### config.mk
export PLATFORM = sky130hd
export DESIGN_NAME = ui_display
export DESIGN_NICKNAME = d
export VERILOG_FILES = /design/src/rtl/ui_display.sv
export SDC_FILE = /design/constraint.sdc
export NUM_CORES = 1
export LEC_CHECK = 0
export CAP_MARGIN = 10
export CELL_PAD_IN_SITES_DETAIL_PLACEMENT = 0
export CELL_PAD_IN_SITES_GLOBAL_PLACEMENT = 1
export CORE_AREA = 2 2 103 105
export CTS_CLUSTER_DIAMETER = 100
export DETAILED_ROUTE_END_ITERATION = 10
export DIE_AREA = 0 0 105 107
export PLACE_DENSITY = 0.8
export SLEW_MARGIN = 20
export SYNTH_ARGS = -nofsm -noshare
export SYNTH_HDL_FRONTEND = slang
export SYNTH_SLANG_ARGS = --single-unit
### constraint.sdc
create_clock -name clk_in -period 2.8 [get_ports clk_in]
set_input_delay 0.7 -clock clk_in [delete_from_list [all_inputs] [get_ports clk_in]]
set_output_delay 0.7 -clock clk_in [all_outputs]
set_load 0.02 [all_outputs]
### src/rtl/ui_display.sv
// ui_display: latches the parameter ID/value on each UI trigger, echoes the
// value on the LEDs, scans ID/value in hex across an 8-digit multiplexed
// seven-segment display, and holds a timed "recently changed" flag.
module ui_display #(
   parameter int DIGIT_PERIOD = 100_000,
   parameter int FLASH_CYCLES = 50_000_000
) (
   input  logic        clk_in,
   input  logic        rst_in,
   input  logic        update_trig_in,
   input  logic [7:0]  param_id_in,
   input  logic [15:0] data_in,
   output logic [6:0]  cat_out,
   output logic [7:0]  an_out,
   output logic [15:0] led_out,
   output logic        flash_active_out
);

   localparam int PW = (DIGIT_PERIOD > 1) ? $clog2(DIGIT_PERIOD) : 1;
   localparam int FW = (FLASH_CYCLES > 1) ? $clog2(FLASH_CYCLES) : 1;

   typedef enum logic {
      IDLE,
      ACTIVE
   } flashState_t;

   logic [15:0]   val_q;
   logic [7:0]    id_q;
   logic [PW-1:0] periodCnt_q;
   logic [2:0]    idx_q;
   logic [FW-1:0] flashCnt_q;
   flashState_t   flashState_q;
   logic          flash_q;
   logic [7:0]    an_q, an_d;
   logic [6:0]    cat_q, cat_d;
   logic [3:0]    nibble;
   logic          blank;

   // Capture the new ID/value whenever the UI path pulses its trigger
   always_ff @(posedge clk_in or negedge rst_in) begin
      if (!rst_in) begin
         val_q <= '0;
         id_q  <= '0;
      end else if (update_trig_in) begin
         val_q <= data_in;
         id_q  <= param_id_in;
      end
   end

   // Dwell on each digit for DIGIT_PERIOD cycles, then step to the next digit
   always_ff @(posedge clk_in or negedge rst_in) begin
      if (!rst_in) begin
         periodCnt_q <= '0;
         idx_q       <= '0;
      end else if (periodCnt_q == PW'(DIGIT_PERIOD - 1)) begin
         periodCnt_q <= '0;
         idx_q       <= idx_q + 3'd1;
      end else begin
         periodCnt_q <= periodCnt_q + PW'(1);
      end
   end

   // Pick the nibble for the current digit and form the next anode/cathode pattern
   always_comb begin
      nibble = 4'h0;
      blank  = 1'b0;
      an_d   = 8'hFF;
      cat_d  = 7'h7F;
      case (idx_q)
         3'd0: nibble = val_q[3:0];
         3'd1: nibble = val_q[7:4];
         3'd2: nibble = val_q[11:8];
         3'd3: nibble = val_q[15:12];
         3'd4: nibble = id_q[3:0];
         3'd5: nibble = id_q[7:4];
         default: blank = 1'b1;
      endcase
      if (!blank) begin
         an_d = ~(8'd1 << idx_q);
         case (nibble)
            4'h0: cat_d = 7'b1000000;
            4'h1: cat_d = 7'b1111001;
            4'h2: cat_d = 7'b0100100;
            4'h3: cat_d = 7'b0110000;
            4'h4: cat_d = 7'b0011001;
            4'h5: cat_d = 7'b0010010;
            4'h6: cat_d = 7'b0000010;
            4'h7: cat_d = 7'b1111000;
            4'h8: cat_d = 7'b0000000;
            4'h9: cat_d = 7'b0010000;
            4'hA: cat_d = 7'b0001000;
            4'hB: cat_d = 7'b0000011;
            4'hC: cat_d = 7'b1000110;
            4'hD: cat_d = 7'b0100001;
            4'hE: cat_d = 7'b0000110;
            default: cat_d = 7'b0001110;
         endcase
      end
   end

   // Register the display drive so the pins never see decode glitches
   always_ff @(posedge clk_in or negedge rst_in) begin
      if (!rst_in) begin
         an_q  <= 8'hFF;
         cat_q <= 7'h7F;
      end else begin
         an_q  <= an_d;
         cat_q <= cat_d;
      end
   end

   // Flash window: a trigger (re)loads the countdown, expiry returns to idle
   always_ff @(posedge clk_in or negedge rst_in) begin
      if (!rst_in) begin
         flashState_q <= IDLE;
         flashCnt_q   <= '0;
         flash_q      <= 1'b0;
      end else if (update_trig_in) begin
         flashState_q <= ACTIVE;
         flashCnt_q   <= FW'(FLASH_CYCLES - 1);
         flash_q      <= 1'b1;
      end else begin
         case (flashState_q)
            ACTIVE: begin
               if (flashCnt_q == '0) begin
                  flashState_q <= IDLE;
                  flash_q      <= 1'b0;
               end else begin
                  flashCnt_q <= flashCnt_q - FW'(1);
               end
            end
            default: begin
               flash_q <= 1'b0;
            end
         endcase
      end
   end

   assign an_out           = an_q;
   assign cat_out          = cat_q;
   assign led_out          = val_q;
   assign flash_active_out = flash_q;

endmodule

==> reports/qor.txt, run 1 <==
status - finished clean
core area - 10100 um^2
Final min period - 2.59 ns
post-route antenna net violation count - 0
Mapped Cells - 377
Wirelength per Cell - 15.1 um
Hold-fix buffers, CTS - 0
Post-synth EDFFs - 0
Slew @ Worst Pin - 0.715 ns
Largest stage delay, worst path - 0.64 ns
startpoint types - register
Pint - 0.00199 W
Worst-path clk slew - 0.09 ns
clk buf depth - 2
top-count cell post-synth - dfrtp_1
main area contributors after synthesis - dfrtp_1, dfstp_2, mux2_2
post-synthesis register bit count - 87
async set or reset register ratio after synthesis - 1.00
CTS H-Tree Depth - 3
Distinct cells, synth - 52
initial antenna violation count - 0
first-pass GRT wire length - 15.1 mm
worst rel slew slack - 0.519
R2R setup slack - 0.21 ns
ys flop type - dfrtp_1
Nets - 481
CTS tree - built
syn avg cell area - 11.2 um^2
pwr dens - 504 nW/um^2
via count - 3035
RSZ-0062 raised after global routing - false
vias in the first global route - 3141
CP Capture Type - register
Detail Placement HPWL - 6.25 mm
clock share of power - 0.350
1st-pass router iterations - 4
I/O Buffers - 58
die width - 105 um
crit path from - flashCnt_q[20]
Max Cap Violations - 0
combinational power share - 0.136
largest fanout on the critical path - 9
initial core utilization - 0.420
crit path buf inv count - 0
grt ovf - 0
cell area after synthesis - 4240 um^2
CTS Root Cell - clkbuf_8
Top Family by Delay on Critical Path - simple AND/OR/NAND/NOR gates
setup bufs post-CTS - 0
Crit-path slowest cell - or4_1
NetSw - 0.000647 W
num ports - 59
Setup violations, final - 0
Worst EP required - 3.03 ns
sequential share of power - 0.514
crit path DAT - 2.82 ns
Design Power - 0.00263 W
Layout area overhead - 23.5%
maximum vdd drop - 0.190 mV
grt met3 use - 0.0395
largest net degree at the start of global routing - 64
gpl congestion - 0.795
Clock Skew - 0.0133 ns
syn_nets - 418
DRT iter0 DRCs - 179
Period Utilization, post-route - 0.926
sequential area share after synthesis - 0.518
leak pwr - 2.11 nW
final std cells w/o fill - 581
Sw Share - 0.246
fin util - 0.518
reg2reg end - flashCnt_q[21]
# resized after CTS - 0
cell area after layout - 5230 um^2
share of cells above drive strength 1 - 0.182
RR Startpoint - flashCnt_q[20]
Hold Crit Class - input port to asynchronous set/reset pin
Num CTS Buffers - 9
most used cell, CP - or4_1
placed cells - 565
Final Hold Viols - 0
met2 Use GR - 0.275
# DRC - 0
met1 GRT Util - 0.221
fill count - 953
post-synth top area cell - dfrtp_1
num rows - 37
leading cell types by count after synthesis - dfrtp_1, mux2_2, nand2_1
Synth Warn # - 0
antenna fix cells - 0
R2R depth - 5
Fmax achieved - 386 MHz
post-synth top area share - 0.425
setup TNS after final layout - 0 ns
die height - 107 um
overall routing resource usage - 0.168
WS Path Type - register to register
busiest grt layer - met2
Worst-Skew Late Latency - 0.36 ns
critical-path cell list - or4_1 -> or4_1 -> o2111ai_1 -> or3_1 -> nand3_1
DP Area - 5010 um^2
CTS Sinks - 87
Slew Limit Fails - 0
Die Area - 11200 um^2
DR vias/cell - 5.22
final wirelength - 8.80 mm
-- worst register-to-register path, delay by kind of cell, from the launching register on --
kind            cells  cell delay, ns
flops               1            0.40
simple gates        4            1.52
compound gates      1            0.55
-- registers in the layout, summed over array words and instances (netlist names) --
name	cells
flashState_q	1
flash_active_out	1
cat_out	7
idx_q	3
periodCnt_q	17
id_q	8
led_out	16
an_out	8
flashCnt_q	26
-- metrics by stage --
step | hold WS [ns] | setup slack [ns]
2_1_floorplan | 0.404 | 0.312
3_3_place_gp | 0.461 | 0.307
3_5_place_dp | 0.476 | 0.198
4_1_cts | 0.243 | 0.198
5_1_grt | 0.251 | 0.00371
6_report | 0.241 | 0.206
-- layer usage --
metal  wire (um)  up-vias
met3         358        9
met2        4150       53
met5           0        -
met1        4180     1489
li1            -     1484
met4         121        0
-- cell type report --
class                           count  area (um^2)  area share
Sequential cell                    87         2200       0.420
Inverter                           14         52.6      0.0101
Clock inverter                      1         6.26     0.00120
Tap cell                          136          170      0.0325
Timing Repair Buffer               67          666       0.127
Clock buffer                       15          209      0.0400
Multi-Input combinational cell    261         1930       0.369
-- cell usage in the layout, fill, tap and decap left out, types with 5 or more instances in the layout --
| master | Yosys | final |
|---|---|---|
| a21oi_1 | 6 | 6 |
| buf_4 | 1 | 8 |
| clkbuf_8 | 0 | 11 |
| clkdlybuf4s50_1 | 0 | 56 |
| dfrtp_1 | 72 | 72 |
| dfstp_2 | 15 | 15 |
| ha_1 | 14 | 14 |
| inv_1 | 13 | 13 |
| mux2_2 | 32 | 32 |
| mux2i_1 | 11 | 11 |
| nand2_1 | 30 | 30 |
| nand3_1 | 18 | 18 |
| nor2_1 | 21 | 21 |
| nor2b_1 | 8 | 8 |
| nor3_1 | 5 | 5 |
| nor4_1 | 6 | 5 |
| o21ai_0 | 14 | 14 |
| o31ai_1 | 6 | 6 |
| or3_1 | 13 | 13 |
| or4_1 | 14 | 14 |
| xnor2_1 | 10 | 10 |
| xor2_1 | 9 | 9 |
-- how the worst max path moves through the flow --
stage                      to  cells past startpoint
2_1_floorplan      cat_out[4]                      8
3_3_place_gp   flashCnt_q[21]                      5
3_5_place_dp   flashCnt_q[23]                      5
4_1_cts        flashCnt_q[21]                      5
5_1_grt        flashCnt_q[19]                      5
6_report       flashCnt_q[21]                      5
-- kinds of logic (layout without fill, tap and decap cells) --
group | count (synthesis) | in the layout | synth area share
simple gates | 137 | 137 | 0.179
flops | 87 | 87 | 0.518
compound gates | 48 | 48 | 0.0836
mux | 43 | 43 | 0.111
buf+inv | 29 | 97 | 0.0275
xor+xnor | 19 | 19 | 0.0393
fa+ha+maj | 14 | 14 | 0.0414
-- power groups by stage --
stage	clock network (W)	registers, W	logic, W
5_1_grt	0.00101	0.00136	0.000390
3_3_place_gp	0	0.00138	0.000357
4_1_cts	0.000947	0.00135	0.000364
6_report	0.000923	0.00135	0.000358
3_5_place_dp	0	0.00138	0.000363
2_1_floorplan	0	0.00143	0.000126
Note: power is estimated with default switching activity, not from simulation.
==> run 2, diff against run 1 <==
GPL_ROUTABILITY_DRIVEN = 0   (was default)
==> results of run 2 <==
Same layout as run 1: the final DEF is identical, and so are final timing and power.
==> run 3, diff against run 2 <==
ABC_AREA = 1   (was default)
CORE_AREA = 2 2 108 110   (was 2 2 103 105)
DIE_AREA = 0 0 110 112   (was 0 0 105 107)
PLACE_DENSITY = default   (was 0.8)
PLACE_DENSITY_LB_ADDON = 0.1   (was default)
clock period = 3.2 ns   (was 2.8 ns; I/O delays follow)
==> reports/qor.txt, run 3 <==
Layout area overhead - 22.4%
sequential share of power - 0.427 (-0.087)
status - finished clean
Clock Skew - 0.00688 ns (-0.00645 ns)
# DRC - 0 (unchanged)
Detail Placement HPWL - 8.55 mm (+37%)
cell area after layout - 5920 um^2 (+13%)
post-synthesis register bit count - 87 (unchanged)
setup bufs post-CTS - 0 (unchanged)
Pint - 0.00214 W (+7.7%)
post-synth top area share - 0.372 (-0.0530)
initial antenna violation count - 0 (unchanged)
fill count - 1086 (+14%)
overall routing resource usage - 0.215 (+0.0472)
leading cell types by count after synthesis - nand2_1, dfrtp_1, nor2_1
via count - 4311 (+42%)
Post-Place Setup Slack - 0.714 ns (+0.516 ns)
combinational power share - 0.116 (-0.020)
Multi-input gate area - 2330 um^2 (+21%)
Wirelength per Cell - 13.9 um (-8.5%)
Sw Share - 0.239 (-0.00706)
CTS H-Tree Depth - 3 (unchanged)
Setup violations, final - 0 (unchanged)
Largest Register - flashCnt_q
# resized after CTS - 0 (unchanged)
Mapped Cells - 654 (+73%)
1st-pass router iterations - 4 (unchanged)
initial core utilization - 0.433 (+0.0133)
CP Capture Type - register
pwr dens - 475 nW/um^2 (-5.7%)
WP depth - 13 (+8)
NetSw - 0.000671 W (+3.7%)
placed cells - 847 (+50%)
async set or reset register ratio after synthesis - 1.00 (unchanged)
leak pwr - 2.99 nW (+42%)
Fmax achieved - 415 MHz (+7.5%)
syn_nets - 695 (+66%)
final std cells w/o fill - 863 (+49%)
startpoint types - register
Crit-path slowest cell - dfrtp_1
share of cells above drive strength 1 - 0.0889 (-0.0931)
R2R setup slack - 0.79 ns (+0.58 ns)
num rows - 39 (+5.4%)
die height - 112 um (+4.7%)
critical-path cell list - inv_1 -> ha_1 -> nand2_1 -> inv_1 -> nand2_1 -> nand3_1 -> nor2_1 -> inv_1 -> ha_1 -> inv_1 -> nand2_1 -> nand3_1 -> nand3_1
cell area after synthesis - 4840 um^2 (+14%)
DR vias/cell - 5.00 (-4.4%)
WS Path Type - register to register
Largest stage delay, worst path - 0.40 ns (-0.24 ns)
largest family of logic cells by synthesized area - simple AND/OR/NAND/NOR gates
CTS Root Cell - clkbuf_16
commonest non-fill, non-tap cell in the layout - nand2_1
clock share of power - 0.457 (+0.107)
DRT iter0 DRCs - 229 (+28%)
core area - 11200 um^2 (+11%)
Distinct cells, synth - 33 (-37%)
I/O Buffers - 58 (unchanged)
Design Power - 0.00281 W (+6.7%)
syn avg cell area - 7.40 um^2 (-34%)
Hold Crit Class - input port to asynchronous set/reset pin
Synth Area in Compound Gates - 0.0225 (-0.0611)
Num CTS Buffers - 9 (unchanged)
Top Family by Delay on Critical Path - simple AND/OR/NAND/NOR gates
largest fanout on the critical path - 6 (-3)
maximum vdd drop - 0.294 mV (+54%)
Worst-Skew Late Latency - 0.35 ns (about the same)
RSZ-0062 raised after global routing - false
setup ws final - 0.788 ns (+0.582 ns)
Die Area - 12300 um^2 (+9.7%)
multiplexer share of the synthesized area - 0 (-0.111)
Final min period - 2.41 ns (-0.182 ns)
first-pass GRT wire length - 20.6 mm (+36%)
die width - 110 um (+4.8%)
ys flop type - dfrtp_1
CTS tree - built
main area contributors after synthesis - dfrtp_1, nand2_1, dfstp_2
CTS Sinks - 87 (unchanged)
largest net degree at the start of global routing - 44 (-31%)
Max Cap Violations - 0 (unchanged)
post-route antenna net violation count - 0 (unchanged)
Period Utilization, post-route - 0.754 (-0.173)
vias in the first global route - 4251 (+35%)
Synth Warn # - 0 (unchanged)
crit path DAT - 2.65 ns (-0.17 ns)
adder-cell area share of the yosys netlist - 0.0362 (-0.00516)
most frequent cells in the layout - nand2_1, dfrtp_1, nor2_1
Nets - 756 (+57%)
sequential area share after synthesis - 0.454 (-0.0646)
Worst EP required - 3.44 ns (+0.41 ns)
setup TNS after final layout - 0 ns (unchanged)
final wirelength - 12.0 mm (+36%)
number of flip-flops in the largest register - 26 (unchanged)
crit path buf inv count - 4 (+4)
num ports - 59 (unchanged)
DP Area - 5560 um^2 (+11%)
Worst-path clk slew - 0.07 ns (-0.02 ns)
top-count cell post-synth - nand2_1
storage element area - 2200 um^2 (unchanged)
Slew @ Worst Pin - 0.921 ns (+0.206 ns)
antenna fix cells - 0 (unchanged)
worst rel slew slack - 0.381 (-0.138)
simple-gate share of the synthesized area - 0.404 (+0.225)
Slew Limit Fails - 0 (unchanged)
R2R depth - 13 (+8)
clk buf depth - 2 (unchanged)
most used cell, CP - inv_1
Hold-fix buffers, CTS - 0 (unchanged)
Post-Synth XOR/XNOR Area - 0.0181 (-0.0212)
Final Hold Viols - 0 (unchanged)
post-synth top area cell - dfrtp_1
grt ovf - 0 (unchanged)
Post-synth EDFFs - 0 (unchanged)
-- run 3: routing by layer --
metal	vias up	track usage	wire, um	share of wire
li1	2190	-	-	-
met1	2029	0.289	5600	0.47
met2	76	0.353	5790	0.48
met3	16	0.0340	369	0.031
met4	0	0.0709	211	0.018
met5	-	0	0	0
-- run 3: cells by family (layout without fill, tap and decap cells) --
family / after synthesis / count (layout)
compound gates: 17 / 17
xor+xnor: 10 / 10
fa+ha+maj: 14 / 14
buf+inv: 76 / 142
flops: 87 / 87
simple gates: 450 / 450
-- run 3: path summary, 6_finish.rpt --
path,start,to
max,idx_q[1],cat_out[3]
min,rst_in,flashCnt_q[22]
max reg2reg,idx_q[1],cat_out[3]
min reg2reg,periodCnt_q[0],periodCnt_q[0]
max in group asynchronous,rst_in,cat_out[4]
min in group clk_in,periodCnt_q[0],periodCnt_q[0]
-- run 3: area by class of cell --
type,count,share of cell area
timing repair buffer,65,0.107
tap,143,0.0302
clock buffer,9,0.0380
clock inverter,7,0.0228
sequential,87,0.371
multi-input combinational,491,0.393
inverter,61,0.0387
-- run 3: power groups by stage --
stage               logic, W  clock network (W)  registers (W)
floorplan           0.000132                  0        0.00125
global placement    0.000324                  0        0.00122
detailed placement  0.000332                  0        0.00122
CTS                 0.000333            0.00131        0.00120
global route        0.000368            0.00136        0.00121
finish              0.000327            0.00128        0.00120
-- run 3: per-stage QoR --
| stage | util | hold WS [ns] |
|---|---|---|
| final | 0.530 | 0.453 |
| after global routing | 0.530 | 0.481 |
| after CTS | 0.530 | 0.462 |
| after detailed placement | 0.498 | 0.454 |
| after global placement | 0.498 | 0.444 |
| after floorplan | - | 0.433 |
